**src/rtl/regfile_dump_if.sv**
```systemverilog
// regfile_dump_if: output beat stream of the register-file dump engine.
//   valid/ready : beat handshake; a transfer is coincident valid && ready
//   addr        : register address of the beat
//   data        : register value of the beat
//   last        : beat is for the final address of the range
// master drives the beat (the dump engine), slave consumes it.
interface regfile_dump_if #(
  parameter int AW = 5,
  parameter int DW = 32
);
  logic          valid;
  logic          ready;
  logic [AW-1:0] addr;
  logic [DW-1:0] data;
  logic          last;

  modport master (output valid, addr, data, last, input ready);
  modport slave  (input valid, addr, data, last, output ready);
endinterface

```
**src/rtl/regfile_dump.sv**
```systemverilog
// regfile_dump: debug read-out engine for the CPU register file.
// On start it walks start_addr..end_addr (inclusive, wrapping through
// NREGS-1 -> 0) through a combinational read port and streams each
// (address, value) pair over a valid/ready handshake. Never writes.
// Ports:
//   clk, reset          : clock, asynchronous active-high reset
//   start               : begin a dump (IDLE only)
//   start_addr/end_addr : range, sampled when start is accepted
//   abort               : synchronous cancel, highest priority
//   rf_ra / rf_rd       : register file read address / combinational data
//   ob                  : beat stream (valid/ready/addr/data/last)
//   busy                : not IDLE
//   done                : one-cycle pulse after the last beat is accepted
module regfile_dump #(
  parameter int NREGS = 32,
  parameter int AW    = 5,
  parameter int DW    = 32
) (
  input  logic                 clk,
  input  logic                 reset,
  input  logic                 start,
  input  logic [AW-1:0]        start_addr,
  input  logic [AW-1:0]        end_addr,
  input  logic                 abort,
  output logic [AW-1:0]        rf_ra,
  input  logic [DW-1:0]        rf_rd,
  regfile_dump_if.master       ob,
  output logic                 busy,
  output logic                 done
);

  typedef enum logic [1:0] {IDLE, FETCH, SEND, FIN} state_t;

  state_t        state_q, state_d;
  logic [AW-1:0] cur_q;
  logic [AW-1:0] end_q;
  logic [AW-1:0] nxt_addr;

  // control strobes from the next-state logic
  logic do_load;   // accept start: latch range
  logic do_cap;    // end of FETCH: capture rf_rd into the beat
  logic do_adv;    // beat accepted, more to go: step the address
  logic do_acc;    // beat accepted: drop valid
  logic do_kill;   // abort: drop the beat

  assign nxt_addr = (cur_q == AW'(NREGS - 1)) ? '0 : cur_q + AW'(1);

  // rf_ra follows the current address in every state, so it simply
  // holds its last value while IDLE.
  assign rf_ra = cur_q;
  assign busy  = (state_q != IDLE);
  assign done  = (state_q == FIN);

  always_ff @(posedge clk or posedge reset) begin
    if (reset) state_q <= IDLE;
    else       state_q <= state_d;
  end

  always_comb begin
    state_d = state_q;
    do_load = 1'b0;
    do_cap  = 1'b0;
    do_adv  = 1'b0;
    do_acc  = 1'b0;
    do_kill = 1'b0;
    if (abort && state_q != IDLE) begin
      state_d = IDLE;
      do_kill = 1'b1;
    end else begin
      case (state_q)
        IDLE: begin
          // abort in the same cycle suppresses the start
          if (start && !abort) begin
            do_load = 1'b1;
            state_d = FETCH;
          end
        end
        FETCH: begin
          do_cap  = 1'b1;
          state_d = SEND;
        end
        SEND: begin
          // valid is always high in SEND, so ready alone marks a transfer
          if (ob.ready) begin
            do_acc = 1'b1;
            if (ob.last) begin
              state_d = FIN;
            end else begin
              do_adv  = 1'b1;
              state_d = FETCH;
            end
          end
        end
        FIN:     state_d = IDLE;
        default: state_d = IDLE;
      endcase
    end
  end

  always_ff @(posedge clk or posedge reset) begin
    if (reset) begin
      cur_q    <= '0;
      end_q    <= '0;
      ob.valid <= 1'b0;
      ob.addr  <= '0;
      ob.data  <= '0;
      ob.last  <= 1'b0;
    end else begin
      if (do_load) begin
        cur_q <= start_addr;
        end_q <= end_addr;
      end
      if (do_adv) cur_q <= nxt_addr;
      if (do_cap) begin
        ob.data  <= rf_rd;
        ob.addr  <= cur_q;
        ob.last  <= (cur_q == end_q);
        ob.valid <= 1'b1;
      end
      if (do_acc) ob.valid <= 1'b0;
      if (do_kill) begin
        ob.valid <= 1'b0;
        ob.last  <= 1'b0;
      end
    end
  end

endmodule

```
**src/flat_wrapper.sv**
```systemverilog
// flat-port wrapper written by rule: the top's interface ports become plain ports
module regfile_dump_flat 
#(
  parameter int NREGS = 32,
  parameter int AW    = 5,
  parameter int DW    = 32
)
  (clk, reset, start, start_addr, end_addr, abort, rf_ra, rf_rd, busy, done, ob_valid, ob_addr, ob_data, ob_last, ob_ready);
  regfile_dump_if #(.AW(AW), .DW(DW)) ob_i ();
  input  logic clk;
  input  logic reset;
  input  logic start;
  input  logic [AW-1:0] start_addr;
  input  logic [AW-1:0] end_addr;
  input  logic abort;
  output logic [AW-1:0] rf_ra;
  input  logic [DW-1:0] rf_rd;
  output logic busy;
  output logic done;
  output wire logic [$bits(ob_i.valid)-1:0] ob_valid;
  output wire logic [$bits(ob_i.addr)-1:0] ob_addr;
  output wire logic [$bits(ob_i.data)-1:0] ob_data;
  output wire logic [$bits(ob_i.last)-1:0] ob_last;
  input wire logic [$bits(ob_i.ready)-1:0] ob_ready;
  assign ob_valid = ob_i.valid;
  assign ob_addr = ob_i.addr;
  assign ob_data = ob_i.data;
  assign ob_last = ob_i.last;
  assign ob_i.ready = ob_ready;
  regfile_dump #(.NREGS(NREGS), .AW(AW), .DW(DW)) u_core (.clk(clk), .reset(reset), .start(start), .start_addr(start_addr), .end_addr(end_addr), .abort(abort), .rf_ra(rf_ra), .rf_rd(rf_rd), .ob(ob_i), .busy(busy), .done(done));
endmodule
```
**config.mk**
```make
export PLATFORM = sky130hd
export DESIGN_NAME = regfile_dump_flat
export DESIGN_NICKNAME = d
export VERILOG_FILES = /design/src/rtl/regfile_dump_if.sv /design/src/rtl/regfile_dump.sv /design/src/flat_wrapper.sv
export SDC_FILE = /design/constraint.sdc
export NUM_CORES = 1
export LEC_CHECK = 0
export ABC_AREA = 1
export BUFFER_PORTS_ARGS = -buffer_cell sky130_fd_sc_hd__buf_4
export CAP_MARGIN = 0
export CELL_PAD_IN_SITES_DETAIL_PLACEMENT = 1
export CELL_PAD_IN_SITES_GLOBAL_PLACEMENT = 2
export CORE_ASPECT_RATIO = 0.8
export CORE_MARGIN = 3
export CORE_UTILIZATION = 26
export CTS_CLUSTER_DIAMETER = 60
export DETAILED_ROUTE_END_ITERATION = 8
export PLACE_DENSITY = 0.77
export SETUP_SLACK_MARGIN = 0.3
export SLEW_MARGIN = 40
export SYNTH_ARGS = -nofsm -noshare
export SYNTH_HDL_FRONTEND = slang
export SYNTH_SLANG_ARGS = --single-unit
export TNS_END_PERCENT = 30
```
**constraint.sdc**
```tcl
create_clock -name clk -period 1.5 [get_ports clk]
set_input_delay 0.225 -clock clk [delete_from_list [all_inputs] [get_ports clk]]
set_output_delay 0.225 -clock clk [all_outputs]
set_load 0.02 [all_outputs]
```
==> impl_metrics.env <==
export IMPL_p_comb_frac=0.552
export IMPL_drv_cap=0
export IMPL_cts_tree="done"
export IMPL_placed_area_um2=3190
export IMPL_gp_congestion=0.743
export IMPL_firstDrtPassIters=4
export IMPL_tightest_slew_ns=0.414
export IMPL_wl_per_cell_um=15.2
export IMPL_period_share=0.911
export IMPL_ir_drop_uv=792
export IMPL_start_util=0.269
export IMPL_layout_nets=359
export IMPL_n_fill_cell=971
export IMPL_slew_violations=0
export IMPL_setup_worst_path_class="reg2out"
export IMPL_finalClockSkew_ns=0.0139
export IMPL_place_ws_ns=0.0320
export IMPL_synth_common_cells="dfrtp_1, nand2_1, mux2_4"
export IMPL_setup_viol=0
export IMPL_die_w_um=111
export IMPL_crit_required_ns=1.27
export IMPL_period_minus_slack_ns=1.37
export IMPL_powerDensity_nw_per_um2=2220
export IMPL_yosysWarnings=0
export IMPL_clkPwrFrac=0.125
export IMPL_vias=1870
export IMPL_coreArea_um2=8560
export IMPL_synth_nets=245
export IMPL_cts_buffers=5
export IMPL_crit_path_max_fanout=5
export IMPL_endpoint_kind="output port"
export IMPL_synthTopCellsByArea="dfrtp_1, mux2_4, nand2_1, inv_1, nor2_1"
export IMPL_seqPwrFrac=0.324
export IMPL_overflow=0
export IMPL_synth_edf_count=0
export IMPL_crit_arrival_ns=1.14
export IMPL_worstSkewPairLatency_ns=0.30
export IMPL_n_antenna_cell=0
export IMPL_yosysSeqAreaShare=0.555
export IMPL_grt_pass1_vias=1973
export IMPL_vias_per_cell=4.42
export IMPL_die_h_um=90.1
export IMPL_whs_ns=0.143
export IMPL_drcViolationCount=0
export IMPL_leakagePower_nw=1.84
export IMPL_hold_violations=0
export IMPL_cts_sinks=51
export IMPL_clk_path_buf_depth=2
export IMPL_ios=93
export IMPL_routed_wl_mm=6.45
export IMPL_clk_pin_slew_ns=0.10
export IMPL_htree_levels=2
export IMPL_max_slew_margin=0.724
export IMPL_status="complete, no violations"
export IMPL_postSynthAreaPerCell_um2=11.7
export IMPL_regArea_um2=1280
export IMPL_antenna_found_initial=0
export IMPL_placedCellCount=405
export IMPL_fin_ws_ns=0.134
export IMPL_synth_top_area_share=0.555
export IMPL_grt_use_total=0.126
export IMPL_finalSetupTns_ns=0
export IMPL_synth_main_ff_cell="dfrtp_1"
export IMPL_start_kind="flop"
export IMPL_synthArstFlopShare=1.00
export IMPL_synth_seq_cells=51
export IMPL_syn_inst=196
export IMPL_hold_path_class="in2reg"
export IMPL_rsz0062_at_grt="yes"
export IMPL_dieArea_um2=10000
export IMPL_grt_pass1_wl_mm=10.3
export IMPL_internal_power_mw=4.78
export IMPL_synth_cell_types=19
export IMPL_drt_initial_drc_count=74
export IMPL_grt_max_degree=33
export IMPL_hpwlAfterDp_mm=4.69
export IMPL_yosys_area_top_type="dfrtp_1"
export IMPL_fmax_mhz=732
export IMPL_finalPower_mw=7.83
export IMPL_clockRootBuffer="clkbuf_8"
export IMPL_multi_input_area_um2=1010
export IMPL_switchingPower_mw=3.06
export IMPL_rows=30
export IMPL_synthMostInstantiatedCell="dfrtp_1"
export IMPL_final_cell_count_no_fill=423
export IMPL_synthesis_area_um2=2300
export IMPL_design_area_um2=3520
export IMPL_syn_to_final_growth_pct=53.3
export IMPL_port_buffers=92
export IMPL_final_util=0.412
export IMPL_swShare=0.390
export IMPL_drtAntennaViolNets=0
export IMPL_final_layout_size_suffix_gt1_frac=0.588
cell usage in the layout, fill, tap and decap left out, drive strengths merged:
master	count
o21ai	11
dfrtp	51
a21oi	9
clkinvlp	1
nand3	11
buf	110
nand2	32
clkbuf	6
nor2	17
ha	2
dlygate4sd3	1
nand4	1
mux2	34
nor3	2
clkinv	2
xnor2	1
inv	18
o311ai	1
bufinv	1
worst paths after layout:
path | startpoint | end | slack, ns | depth (start not counted)
setup / recovery | u_core.state_q[0]$_DFFE_PP0P_ | busy | 0.13 | 3
max in group asynchronous | reset | u_core.ob.data[25]$_DFFE_PP0P_ | 0.60 | 4
min in group asynchronous | reset | u_core.end_q[2]$_DFFE_PP0P_ | 0.53 | 4
hold / removal | rf_rd[4] | u_core.ob.data[4]$_DFFE_PP0P_ | 0.14 | 2
setup reg to reg | u_core.state_q[0]$_DFFE_PP0P_ | u_core.ob.data[21]$_DFFE_PP0P_ | 0.14 | 5
hold reg to reg | u_core.ob.addr[1]$_DFFE_PP0P_ | u_core.ob.addr[1]$_DFFE_PP0P_ | 0.50 | 2
flip-flops by register name, summed over array words and instances, names as in the netlist:
register         flops
u_core.ob.data      32
u_core.end_q         5
u_core.ob.addr       5
u_core.rf_ra         5
u_core.state_q       2
u_core.ob.last       1
u_core.ob.valid      1
cell families (layout without fill, tap and decap cells):
family	count (synthesis)	count (layout)	share of synthesized area
buffers and inverters	24	139	0.0495
XOR/XNOR	1	1	0.00381
adder cells (fa/ha/maj)	2	2	0.0109
AND/OR/NAND/NOR	63	63	0.118
flip-flops	51	51	0.555
AO/OA/AOI/OAI	21	21	0.0474
multiplexers	34	34	0.216
power by group through the flow:
stage                     combinational, mW  clock (mW)  sequential [mW]
after floorplan                        1.57           0             3.23
after global placement                 3.87           0             2.50
after detailed placement               3.92           0             2.54
after CTS                              4.21        1.01             2.53
after global routing                   4.65        1.07             2.63
final                                  4.32       0.977             2.53
worst max-delay path: stages (launching register included):
cell,delay [ns]
dfrtp_2,0.48
nor2_4,0.17
inv_2,0.07
buf_6,0.13
routing by layer:
metal,global-route usage,up-vias,share of wire
li1,-,875,-
met5,0,-,0
met4,0.0223,0,0.0016
met1,0.177,932,0.48
met3,0.0357,2,0.053
met2,0.196,61,0.47
timing repair:
item,in CTS,in global routing
setup endpoints to repair,51,57
pin swaps,11,6
endpoints found under the hold margin,19,0
buffers inserted,6,2
hold buffers,1,0
resized for setup,33,10
gates cloned,0,1
cell type report:
class / count / share of cell area
flip-flops and latches: 51 / 0.363
multi-input cells: 121 / 0.286
inverters: 19 / 0.0213
clock buffers: 5 / 0.0195
repair buffers: 112 / 0.258
well taps: 112 / 0.0398
clock inverters: 3 / 0.0124
Power figures use the tool's default switching activity.
